--- src/rtl/key_loader_pkg.sv ---
// Shared types and constants for the key loader: FSM states, parity mode
// and a width helper for the internal counters.
package key_loader_pkg;

    typedef enum logic [2:0] {
        IDLE  = 3'd0,
        SHIFT = 3'd1,
        CHECK = 3'd2,
        DONE  = 3'd3,
        ERROR = 3'd4
    } state_t;

    // Even parity: XOR over key bits plus parity bit must come out zero.
    localparam logic EVEN = 1'b0;

    // Bits needed to hold values 0..value-1; never returns less than 1.
    function automatic int clog2(input int value);
        int result;
        int rem;
        result = 0;
        rem    = value - 1;
        while (rem > 0) begin
            result = result + 1;
            rem    = rem >> 1;
        end
        if (result < 1) begin
            result = 1;
        end else begin
            result = result;
        end
        return result;
    endfunction

endpackage

--- src/rtl/key_par_shift.sv ---
// Serial key capture: shadow register filled LSB first, bit counter and a
// running parity accumulator that also absorbs the trailing parity bit.
module key_par_shift
    import key_loader_pkg::*;
#(
    parameter int KEY_W = 8
) (
    input  logic             clk,
    input  logic             rst,
    input  logic             clear,
    input  logic             shift_en,
    input  logic             data_bit,
    output logic [KEY_W-1:0] shadow,
    output logic             full,
    output logic             par_ok
);

    localparam int            CW       = clog2(KEY_W + 1);
    localparam logic [CW-1:0] CNT_FULL = CW'(KEY_W);

    logic [CW-1:0]    bit_cnt_r;
    logic [KEY_W-1:0] shadow_r;
    logic             par_acc_r;

    // Capture key bits until full, then fold the parity bit into the accumulator.
    always_ff @(posedge clk or posedge rst) begin
        if (rst) begin
            bit_cnt_r <= {CW{1'b0}};
            shadow_r  <= {KEY_W{1'b0}};
            par_acc_r <= 1'b0;
        end else if (clear) begin
            bit_cnt_r <= {CW{1'b0}};
            shadow_r  <= {KEY_W{1'b0}};
            par_acc_r <= 1'b0;
        end else if (shift_en) begin
            if (bit_cnt_r != CNT_FULL) begin
                shadow_r  <= shadow_r | (KEY_W'(data_bit) << bit_cnt_r);
                bit_cnt_r <= bit_cnt_r + CW'(1);
            end else begin
                bit_cnt_r <= bit_cnt_r;
            end
            par_acc_r <= par_acc_r ^ data_bit;
        end else begin
            par_acc_r <= par_acc_r;
        end
    end

    assign shadow = shadow_r;
    assign full   = (bit_cnt_r == CNT_FULL);
    assign par_ok = (par_acc_r == EVEN);

endmodule

--- src/rtl/key_loader.sv ---
// Key loader: fetches a parity-protected key from OTP with timeout and
// retry, and holds the locked design in reset until the key is verified.
module key_loader
    import key_loader_pkg::*;
#(
    parameter int KEY_W     = 8,
    parameter int TIMEOUT   = 255,
    parameter int MAX_RETRY = 3
) (
    input  logic             clk,
    input  logic             rst,
    input  logic             reload,
    output logic             otp_req,
    input  logic             otp_valid,
    input  logic             otp_bit,
    output logic [KEY_W-1:0] key_o,
    output logic             key_valid,
    output logic             design_rst,
    output logic             load_err
);

    localparam int            IW        = clog2(TIMEOUT + 1);
    localparam int            RW        = clog2(MAX_RETRY + 1);
    localparam logic [IW-1:0] IDLE_LAST = IW'(TIMEOUT - 1);
    localparam logic [RW-1:0] RTRY_LAST = RW'(MAX_RETRY - 1);

    state_t           state_r;
    state_t           next_s;
    logic [IW-1:0]    idle_cnt_r;
    logic [RW-1:0]    retry_cnt_r;
    logic [KEY_W-1:0] shadow_s;
    logic             full_s;
    logic             par_ok_s;
    logic             timeout_s;
    logic             fail_s;
    logic             last_try_s;
    logic             restart_s;
    logic             reload_ok_s;
    logic             shift_en_s;

    logic             otp_req_s;
    logic [KEY_W-1:0] key_s;
    logic             key_valid_s;
    logic             design_rst_s;
    logic             load_err_s;

    key_par_shift #(.KEY_W(KEY_W)) u_shift (
        .clk      (clk),
        .rst      (rst),
        .clear    (restart_s),
        .shift_en (shift_en_s),
        .data_bit (otp_bit),
        .shadow   (shadow_s),
        .full     (full_s),
        .par_ok   (par_ok_s)
    );

    // Attempt-level events: timeout, failure, final attempt, restart of a fetch.
    always_comb begin
        shift_en_s  = (state_r == SHIFT) && otp_valid;
        timeout_s   = (state_r == SHIFT) && !otp_valid && (idle_cnt_r == IDLE_LAST);
        fail_s      = timeout_s || ((state_r == CHECK) && !par_ok_s);
        last_try_s  = (retry_cnt_r >= RTRY_LAST);
        reload_ok_s = reload && ((state_r == DONE) || (state_r == ERROR));
        restart_s   = (state_r == IDLE) || reload_ok_s || (fail_s && !last_try_s);
    end

    // State register.
    always_ff @(posedge clk or posedge rst) begin
        if (rst) begin
            state_r <= IDLE;
        end else begin
            state_r <= next_s;
        end
    end

    // Next-state logic.
    always_comb begin
        next_s = state_r;
        case (state_r)
            IDLE: begin
                next_s = SHIFT;
            end
            SHIFT: begin
                if (otp_valid && full_s) begin
                    next_s = CHECK;
                end else if (timeout_s) begin
                    next_s = last_try_s ? ERROR : SHIFT;
                end else begin
                    next_s = SHIFT;
                end
            end
            CHECK: begin
                if (par_ok_s) begin
                    next_s = DONE;
                end else begin
                    next_s = last_try_s ? ERROR : SHIFT;
                end
            end
            DONE: begin
                next_s = reload ? SHIFT : DONE;
            end
            ERROR: begin
                next_s = reload ? SHIFT : ERROR;
            end
            default: begin
                next_s = IDLE;
            end
        endcase
    end

    // Next values of the registered outputs; key_o only ever carries a verified key.
    always_comb begin
        otp_req_s    = (next_s == SHIFT);
        key_valid_s  = (next_s == DONE);
        design_rst_s = (next_s != DONE);
        load_err_s   = (next_s == ERROR);
        if ((state_r == CHECK) && (next_s == DONE)) begin
            key_s = shadow_s;
        end else if (next_s == DONE) begin
            key_s = key_o;
        end else begin
            key_s = {KEY_W{1'b0}};
        end
    end

    // Output registers.
    always_ff @(posedge clk or posedge rst) begin
        if (rst) begin
            otp_req    <= 1'b0;
            key_o      <= {KEY_W{1'b0}};
            key_valid  <= 1'b0;
            design_rst <= 1'b1;
            load_err   <= 1'b0;
        end else begin
            otp_req    <= otp_req_s;
            key_o      <= key_s;
            key_valid  <= key_valid_s;
            design_rst <= design_rst_s;
            load_err   <= load_err_s;
        end
    end

    // Idle-cycle counter for the OTP timeout; cleared on data and on each new attempt.
    always_ff @(posedge clk or posedge rst) begin
        if (rst) begin
            idle_cnt_r <= {IW{1'b0}};
        end else if (restart_s || (next_s != SHIFT) || otp_valid) begin
            idle_cnt_r <= {IW{1'b0}};
        end else begin
            idle_cnt_r <= idle_cnt_r + IW'(1);
        end
    end

    // Failed-attempt counter; a reload grants a fresh set of attempts.
    always_ff @(posedge clk or posedge rst) begin
        if (rst) begin
            retry_cnt_r <= {RW{1'b0}};
        end else if (reload_ok_s) begin
            retry_cnt_r <= {RW{1'b0}};
        end else if (fail_s) begin
            retry_cnt_r <= retry_cnt_r + RW'(1);
        end else begin
            retry_cnt_r <= retry_cnt_r;
        end
    end

endmodule

--- config.mk ---
export PLATFORM = sky130hd
export DESIGN_NAME = key_loader
export DESIGN_NICKNAME = d
export VERILOG_FILES = /design/src/rtl/key_loader_pkg.sv /design/src/rtl/key_par_shift.sv /design/src/rtl/key_loader.sv
export SDC_FILE = /design/constraint.sdc
export NUM_CORES = 1
export LEC_CHECK = 0
export ABC_AREA = 1
export CAP_MARGIN = 20
export CORE_MARGIN = 1.5
export CORE_UTILIZATION = 50
export DETAILED_ROUTE_END_ITERATION = 6
export PLACE_DENSITY = 0.7
export SKIP_LAST_GASP = 1
export SYNTH_ARGS = -nofsm -noshare
export SYNTH_HDL_FRONTEND = slang
export SYNTH_SLANG_ARGS = --single-unit
--- constraint.sdc ---
create_clock -name clk -period 2.2 [get_ports clk]
set_input_delay 0.44 -clock clk [delete_from_list [all_inputs] [get_ports clk]]
set_output_delay 0.44 -clock clk [all_outputs]
set_load 0.03 [all_outputs]
==> summary.txt <==
Finish
  – Fill cell count: between 200 and 300
  – Syn-to-layout area delta: 15.90%
  – Diodes inserted: 0
  – Share of cells above drive strength 1: 16.13%
  – Post-route insts no fill: ~260
  – Fin nets: 226

Synth
  – Mapped Cells: 193
  – Synth Net Count: between 200 and 250
  – Yosys top cell by area: dfrtp_1
  – Area contributors post-synth: dfrtp_1 (51%), nand2_1 (5.9%), inv_1 (5.1%)
  – Synthesized area: 1833 µm²
  – Most used DFF post-synth: dfrtp_1
  – Most common cell in the netlist: dfrtp_1
  – Top post-synthesis cells by count: dfrtp_1 (37), nand2_1 (29), inv_1 (25), nor2_1 (16), nor3_1 (14)
  – Sequential share of the synthesized area: 51.95%
  – Ys async rst share: 100.0%
  – Synth warn: 0
  – EDFF count, synth: 0
  – Seq cells post-synth: 38
  – Cell variety after synth: 31
  – Syn_area_per_cell: 9.497 µm²
  – Share of the synthesized area in the top cell type: 50.51%

Clock tree
  – H-tree depth: 2
  – Hold-fix buffers at CTS: 0
  – Worst-Skew Late Latency: 0.34 ns
  – Longest Clk Path Bufs: 2
  – CTS Root Cell: clkbuf_4
  – Clock tree from TritonCTS: done
  – Clk slew on worst S/H paths: 0.11 ns
  – TritonCTS Sinks: 38
  – Post-CTS Repair Setup Buffers: 0
  – Post_cts resized: 0
  – CTS buffer count: 5

Worst setup path
  – Crit-path max FO: 1
  – Reg2reg start: u_shift.bit_cnt_r[0]
  – Critical Path AT: 1.53 ns
  – CP max-delay cell: clkdlybuf4s50_1
  – Worst reg2reg path depth: 11
  – R2r setup slk: ~0.48 ns
  – Cell family with most CP delay: buffers and inverters
  – Kind of end point of the critical path: output port
  – CP Launch Type: register
  – Slowest stage delay, CP: 0.66 ns
  – Worst Path Required: 1.76 ns
  – FF-to-FF End: idle_cnt_r[1]
  – Worst setup path class: reg2out
  – CP Buf/Inv Count: 1
  – CP cell instances: clkdlybuf4s50_1

Global route
  – GRT Resource Usage Total: 19.53%
  – First-pass GRT wire length: 6.127 mm
  – Overflow after GRT: 0
  – Initial antenna violation count: 0
  – Largest net degree at the start of global routing: 39
  – Vias in the first global route: 1,358

Job
  – Max_cap viols: 0

Route
  – Via density: 5.129
  – WL/cell: 12.77 µm
  – Routed via count: around 1,300
  – WL final: roughly 3.4 mm
  – DR DRC count: 0
  – Iter 0 DRT Violations: 72
  – DRT antenna net count: 0
  – Drt pass-1 iters: 4

Timing
  – Fin crit period: 1.969 ns
  – Final Hold Vio Count: 0
  – Setup TNS: 0 ns
  – Worst Skew: about 0.011 ns
  – Part of the cycle the worst path needs: 89.51%
  – Final Setup Violations: 0
  – Unrepaired setup endpoints after global routing: no
  – Pins Over Slew Limit: 0
  – Final hold slack: 0.4910 ns
  – Worst slew pin tran: 0.4695 ns
  – Normalized max-slew margin: just under 70%
  – Max Freq: 507.8 MHz

Placed design
  – HPWL after detailed placement: 2.477 mm
  – Inst Count DP: 255
  – Port Buffers: 16
  – GP Congestion: 0.8444

Hold path
  – HP Class: in2async

Floorplanning
  – Boundary pin count: 17
  – Die X: 63.55 µm
  – Initial cell density of the core: 53.66%
  – Die height: 63.55 µm
  – Core region area: 3416 µm²
  – FP Rows: 21
  – Die ar.: 4038 µm²

Pwr
  – LEAKAGE: 0.9928 nW
  – PwrDens: 1017 nW/µm²
  – VDD IR max: 0.6201 mV

Status
  – Status: finished clean
[cell families (layout without fill, tap and decap cells)]
kind of cell    count (synthesis)  in the layout  share of synthesized area [%]
fa+ha+maj                       5              5                          3.413
flops                          38             38                          51.95
compound gates                 22             22                          8.192
buf+inv                        28             52                          6.143
simple gates                   92             92                          26.49
xor+xnor                        8              8                          3.823
[per-layer routing]
metal	vias up	part of all wire (%)	track usage [%]
li1	673	-	-
met1	642	50	26.88
met2	29	44	29.74
met3	5	3.8	5.179
met4	0	1.7	7.065
met5	-	0	0
[report_power, final]
| group | switching, W | internal (W) | total, W | leakage, nW |
|---|---|---|---|---|
| clock | 0.000228 | 0.000235 | 0.000463 | 0.0450 |
| combinational | 0.000469 | 0.000246 | 0.000715 | 0.444 |
| sequential | 0.000132 | 0.000850 | 0.000981 | 0.504 |
| total | 0.000829 | 0.00133 | 0.00216 | 0.993 |
[through the flow]
stage                     power (W)  area [µm²]  setup slack [ns]  utilization [%]
after floorplan            0.001536        1833            0.7166                -
after global placement     0.001673        2047            0.2403            59.93
after detailed placement   0.001704        2047            0.1837            59.93
after CTS                  0.002166        2125            0.2186            62.20
after global routing       0.002323        2125            0.1819            62.20
final                      0.002160        2125            0.2308            62.20
[worst min-delay path: stages]
cell,delay [ns]
clkdlybuf4s50_1,0.39
inv_1,0.05
buf_4,0.40
[state kept, by name, indices dropped and copies added, names as in the netlist]
signal,flops
idle_cnt_r,8
key_o,8
u_shift.shadow,8
u_shift.bit_cnt_r,4
state_r,3
retry_cnt_r,2
design_rst,1
key_valid,1
load_err,1
otp_req,1
u_shift.par_acc_r,1
[how the worst max path moves through the flow]
stage	from	cells after the start	endpoint
CTS	design_rst	1	design_rst
global route	design_rst	1	design_rst
global placement	otp_valid	9	u_shift.bit_cnt_r[2]
floorplan	u_shift.bit_cnt_r[0]	9	idle_cnt_r[2]
detailed placement	otp_valid	9	u_shift.bit_cnt_r[2]
finish	design_rst	1	design_rst
[final cells by class]
type	count	area (µm²)	share of cell area (%)
clock buffers	5	37.54	1.767
multi-input cells	127	768.2	36.16
repair buffers	17	167.7	7.892
flip-flops and latches	38	952.2	44.82
well taps	46	57.56	2.709
clock inverters	3	40.04	1.885
inverters	27	101.3	4.770
[cell usage in the layout (no fill, tap or decap), types with 4 or more instances in the layout]
cell type / n
a21oi_1: 4
clkbuf_4: 5
clkdlybuf4s50_1: 16
dfrtp_1: 37
ha_1: 5
inv_1: 25
nand2_1: 29
nand3_1: 12
nor2_1: 16
nor2_4: 4
nor3_1: 14
o21ai_0: 6
xor2_1: 6
Power figures use the tool's default switching activity.
==> RTL edit 1, RTL diff (same settings) <==
Encoding of `state_t`: now one-hot (5 bits for 5 states).
--- a/src/rtl/key_loader_pkg.sv
+++ b/src/rtl/key_loader_pkg.sv
@@ -2,12 +2,12 @@
 // and a width helper for the internal counters.
 package key_loader_pkg;
 
-    typedef enum logic [2:0] {
-        IDLE  = 3'd0,
-        SHIFT = 3'd1,
-        CHECK = 3'd2,
-        DONE  = 3'd3,
-        ERROR = 3'd4
+    typedef enum logic [4:0] {
+        IDLE  = 5'b00001,
+        SHIFT = 5'b00010,
+        CHECK = 5'b00100,
+        DONE  = 5'b01000,
+        ERROR = 5'b10000
     } state_t;
 
     // Even parity: XOR over key bits plus parity bit must come out zero.
Check against the original RTL: no difference found for any inputs over 10 cycles, from zero or initial values and one cycle with rst high; not proved beyond that.
==> RTL edit 1 against the unedited design <==
Sequential cell count rose by 2. Worst setup slack better by 56 ps. Count of clock-buffer cells in the layout is the same. Sequential power down 8.8%. First-iteration DRC count is 29% lower. Via count grew 6.6%. Global-route usage is 1.0 points lower. Cell area up 12%. Total power decreased by 4.1%. Wire length is 2.2% higher. Synthesized area is 13% higher.
==> RTL edit 1: results (changes against the unedited design) <==
Run status = finished, final reports clean
Maximum cell stage delay along the critical path = 650 ps
Leakage power figure = 1.052 nW (+6.0%)
Layout Cells excl Fill = 284 (+8.0%)
Global-route wire length before repair = 6141 µm (+0.23%)
Count of buffers added by post-CTS timing repair for setup = 0 (unchanged)
Number of buffers created by CTS = 5 (unchanged)
CTS-repair resized insts = 0 (unchanged)
Global routing usage summed across all routing layers = 0.1853 (-0.01000)
Worst hold path startpoint = u_shift.shadow[0]
Pre-antenna DRT Iters = 4 (unchanged)
Peak supply drop = 0.0005645 V (-9.0%)
Data required time at the worst endpoint = 1760 ps (about the same)
Nets in the synthesized netlist = 221 (+8.9%)
Gate count of the mapped netlist = 211 (+9.3%)
Worst min path class = reg2reg
Final clock skew = 9.164 ps (-2.033 ps)
Post-Place Cell Area = 2260 µm² (+10%)
Worst-path maximum fanout = 1 (unchanged)
Post-DP HPWL = 2464 µm (-0.53%)
Clk Latency, worst-skew pair = 300 ps (-40 ps)
Post-DR wirelength/cell = 12.08 µm (-5.4%)
Maximum number of pins on one net before global-route repair = 41 (+5.1%)
Library cell contributing the largest single delay on the critical path = sky130_fd_sc_hd__clkdlybuf4s50_1
Slew at the pin closest to its max-slew limit = 488.4 ps (+18.92 ps)
Filler cell count = 376 (+30%)
Dominant cells by area after synthesis = sky130_fd_sc_hd__dfrtp_1 46%, sky130_fd_sc_hd__inv_1 6.4%, sky130_fd_sc_hd__nor3_2 4.8%
Number of violations reported at the end of detailed-routing iteration 0 = 51 (-29%)
Share of final-layout standard cells stronger than drive strength 1 = 0.2436 (+0.08230)
# port buffers = 16 (unchanged)
Clk buf depth = 2 (unchanged)
Synth unique cells = 28 (-9.7%)
Vias per cell = 5.063 (-1.3%)
Global placer's final weighted congestion = 0.7713 (-8.7%)
Launching point of the worst reg2reg path = idle_cnt_r[0]
Clk Tree Root Cell = sky130_fd_sc_hd__clkbuf_8
Antenna violations before repair = 0 (unchanged)
Ranking of synthesized cells by instance count = 38 x sky130_fd_sc_hd__dfrtp_1, 35 x sky130_fd_sc_hd__inv_1, 21 x sky130_fd_sc_hd__nand2_1
Top delay family on crit path = buffers and inverters
Post-synthesis async set-or-reset flop share = 1.000 (unchanged)
Launch point of the critical path = design_rst
Post-synthesis sequential area ratio = 0.4855 (-0.03398)
Yosys warning count = 0 (unchanged)
Setup Slack @ Placement = 187.7 ps (+4.066 ps)
Total number of H-tree levels = 2 (unchanged)
Antenna cells = 0 (unchanged)
Clock-pin slew on the worst setup and hold paths = 80 ps (-30 ps)
Final net count = 243 (+7.5%)
==> RTL edit 1: logic make-up (layout without fill, tap and decap cells) <==
group	after synthesis	in the layout	share of synthesized area
DFF	40	40	0.4855
buffers and inverters	39	62	0.08717
xor gates and xnor gates	9	9	0.03814
and+or+nand+nor	97	97	0.2857
AOI/OAI and AO/OA	21	21	0.07325
adders and majority gates	5	5	0.03027
==> RTL edit 1: worst min-delay path: cells and delay by family, from the launching register on <==
family	cells	cell delay, ps
AOI/OAI and AO/OA	1	50
DFF	1	360
and+or+nand+nor	1	60
==> RTL edit 1: path summary, 6_finish.rpt <==
kind	to	slack [ps]	cells after the start
setup / recovery	design_rst	290	1
min in group asynchronous	state_r[3]	560	3
setup reg to reg	idle_cnt_r[7]	430	11
max in group asynchronous	state_r[0]	1290	3
hold / removal	u_shift.shadow[0]	510	2
hold reg to reg	u_shift.shadow[0]	510	2
==> RTL edit 1: area by class of cell <==
cell class,count,area (µm²),share of cell area
flip-flops and latches,40,1003,0.4232
inverters,36,135.1,0.05699
multi-input cells,132,883.3,0.3726
repair buffers,18,175.2,0.07388
clock inverters,3,42.54,0.01794
well taps,50,62.56,0.02639
clock buffers,5,68.82,0.02902
==> RTL edit 1: per-layer routing <==
layer | routed length, µm | part of all wire | track usage | vias to the layer above
met4 | 68 | 0.020 | 0.07653 | 0
li1 | - | - | - | 722
met2 | 1551 | 0.45 | 0.2686 | 18
met5 | 0 | 0 | 0 | -
met1 | 1711 | 0.50 | 0.2621 | 692
met3 | 101 | 0.029 | 0.05000 | 6
==> RTL edit 1: power breakdown <==
group          total (W)  internal [W]  leakage (nW)  switching, W
clock           0.000596      0.000336        0.0541      0.000260
combinational   0.000581      0.000175         0.457      0.000406
sequential      0.000895      0.000816         0.541     0.0000790
==> RTL edit 2, RTL diff (same settings) <==
Made on the original files. `KEY_W` is set to 8 in 2 places; all go to 6.
--- a/src/rtl/key_par_shift.sv
+++ b/src/rtl/key_par_shift.sv
@@ -3,7 +3,7 @@
 module key_par_shift
     import key_loader_pkg::*;
 #(
-    parameter int KEY_W = 8
+    parameter int KEY_W = 6
 ) (
     input  logic             clk,
     input  logic             rst,
--- a/src/rtl/key_loader.sv
+++ b/src/rtl/key_loader.sv
@@ -3,7 +3,7 @@
 module key_loader
     import key_loader_pkg::*;
 #(
-    parameter int KEY_W     = 8,
+    parameter int KEY_W     = 6,
     parameter int TIMEOUT   = 255,
     parameter int MAX_RETRY = 3
 ) (
Ports: changed (resized key_o); port bits go from 17 to 15. No check against the original RTL was run, so the function may have changed too.
==> RTL edit 2 against the unedited design <==
Total power down 8.6%. Worst hold slack worse by 8.5 ps. Via count down 13%. Sequential share of layout area down 2.2 points. Synthesized area down 8.0%. Wire length down 11%. Cell area down 8.7%. Synthesized cell count down 15%. Worst setup slack better by 9.7 ps. Combinational power up 7.3%. Clock power down 29%. Count of clock-buffer cells in the layout unchanged. Sequential cell count down 5. Final cell count down 12%. Critical path type unchanged. Critical endpoint unchanged. Largest power group unchanged.
==> RTL edit 2: results (changes against the unedited design) <==
Adder-cell share of the synthesized area = 0.03709 (+0.002962)
Post-DP HPWL = 2233 µm (-9.9%)
Overall power consumption = 0.001975 W (-8.6%)
Peak supply drop = 0.0005053 V (-19%)
GRT met2 Usage = 0.3024 (+0.005063)
Number of violations reported at the end of detailed-routing iteration 0 = 50 (-31%)
Power consumed by combinational cells = 0.000767 W (+7.3%)
Setup Slack @ Placement = 306.8 ps (+123.1 ps)
Sw frac = 0.4205 (+0.03666)
CTS Sinks = 33 (-13%)
Nets in the synthesized netlist = 175 (-14%)
Final clock skew = 13.15 ps (+1.954 ps)
Run status = finished, final reports clean
Leakage power figure = 0.9010 nW (-9.2%)
Inverters excl. clock = 21 (-22%)
Vias per cell = 5.078 (-1.0%)
Ranking of synthesized cells by instance count = 32 x sky130_fd_sc_hd__dfrtp_1, 18 x sky130_fd_sc_hd__nand2_1, 15 x sky130_fd_sc_hd__inv_1
Layout Cells excl Fill = 231 (-12%)
# port buffers = 14 (-2)
Area taken by flip-flops and latches = 827.0 µm² (-13%)
Final core utilization = 0.6200 (-0.001978)
WL final = 3002 µm (-11%)
Synthesized-area fraction occupied by ao, oa, aoi and oai cells = 0.08457 (+0.002658)
Detailed route wirelength on metal3 = 130 µm (+0.78%)
Cells after DPL = 223 (-13%)
Fraction of standard cell area that is sequential = 0.4265 (-0.02172)
Clock power share = 0.168 (-0.047)
Global placer's final weighted congestion = 0.7938 (-6.0%)
Routing usage on met1 = 0.2578 (-0.01098)
Maximum number of pins on one net before global-route repair = 34 (-13%)
Multi-input gate area = 769.5 µm² (+0.16%)
Wire length on met2 = 1398 µm (-6.4%)
Final net count = 196 (-13%)
Relative area of clock buffers and inverters in the final design = 0.02839 (-0.008126)
Post-synthesis sequential area ratio = 0.4904 (-0.02910)
Synth Area in XOR/XNOR = 0.04154 (+0.003318)
Gate count of the mapped netlist = 165 (-15%)
Post-Place Cell Area = 1884 µm² (-7.9%)
GRT met3 Usage = 0.06513 (+0.01334)
Slew at the pin closest to its max-slew limit = 404.0 ps (-65.43 ps)
Via count of the first global-routing pass = 1,170 (-14%)
## RTL edit 2: final timing paths
kind	slack, ps	start	cells past startpoint	end
max	240	design_rst	1	design_rst
min	480	retry_cnt_r[0]	1	retry_cnt_r[0]
max reg2reg	660	retry_cnt_r[1]	8	idle_cnt_r[7]
min reg2reg	480	retry_cnt_r[0]	1	retry_cnt_r[0]
max in group asynchronous	1390	rst	3	design_rst
min in group asynchronous	490	rst	3	idle_cnt_r[7]
## RTL edit 2: cells by family (layout without fill, tap and decap cells)
| logic type | after synthesis | in the layout |
|---|---|---|
| AOI/OAI and AO/OA | 20 | 20 |
| xor gates and xnor gates | 8 | 8 |
| adders and majority gates | 5 | 5 |
| buffers and inverters | 22 | 44 |
| DFF | 33 | 33 |
| and+or+nand+nor | 77 | 77 |
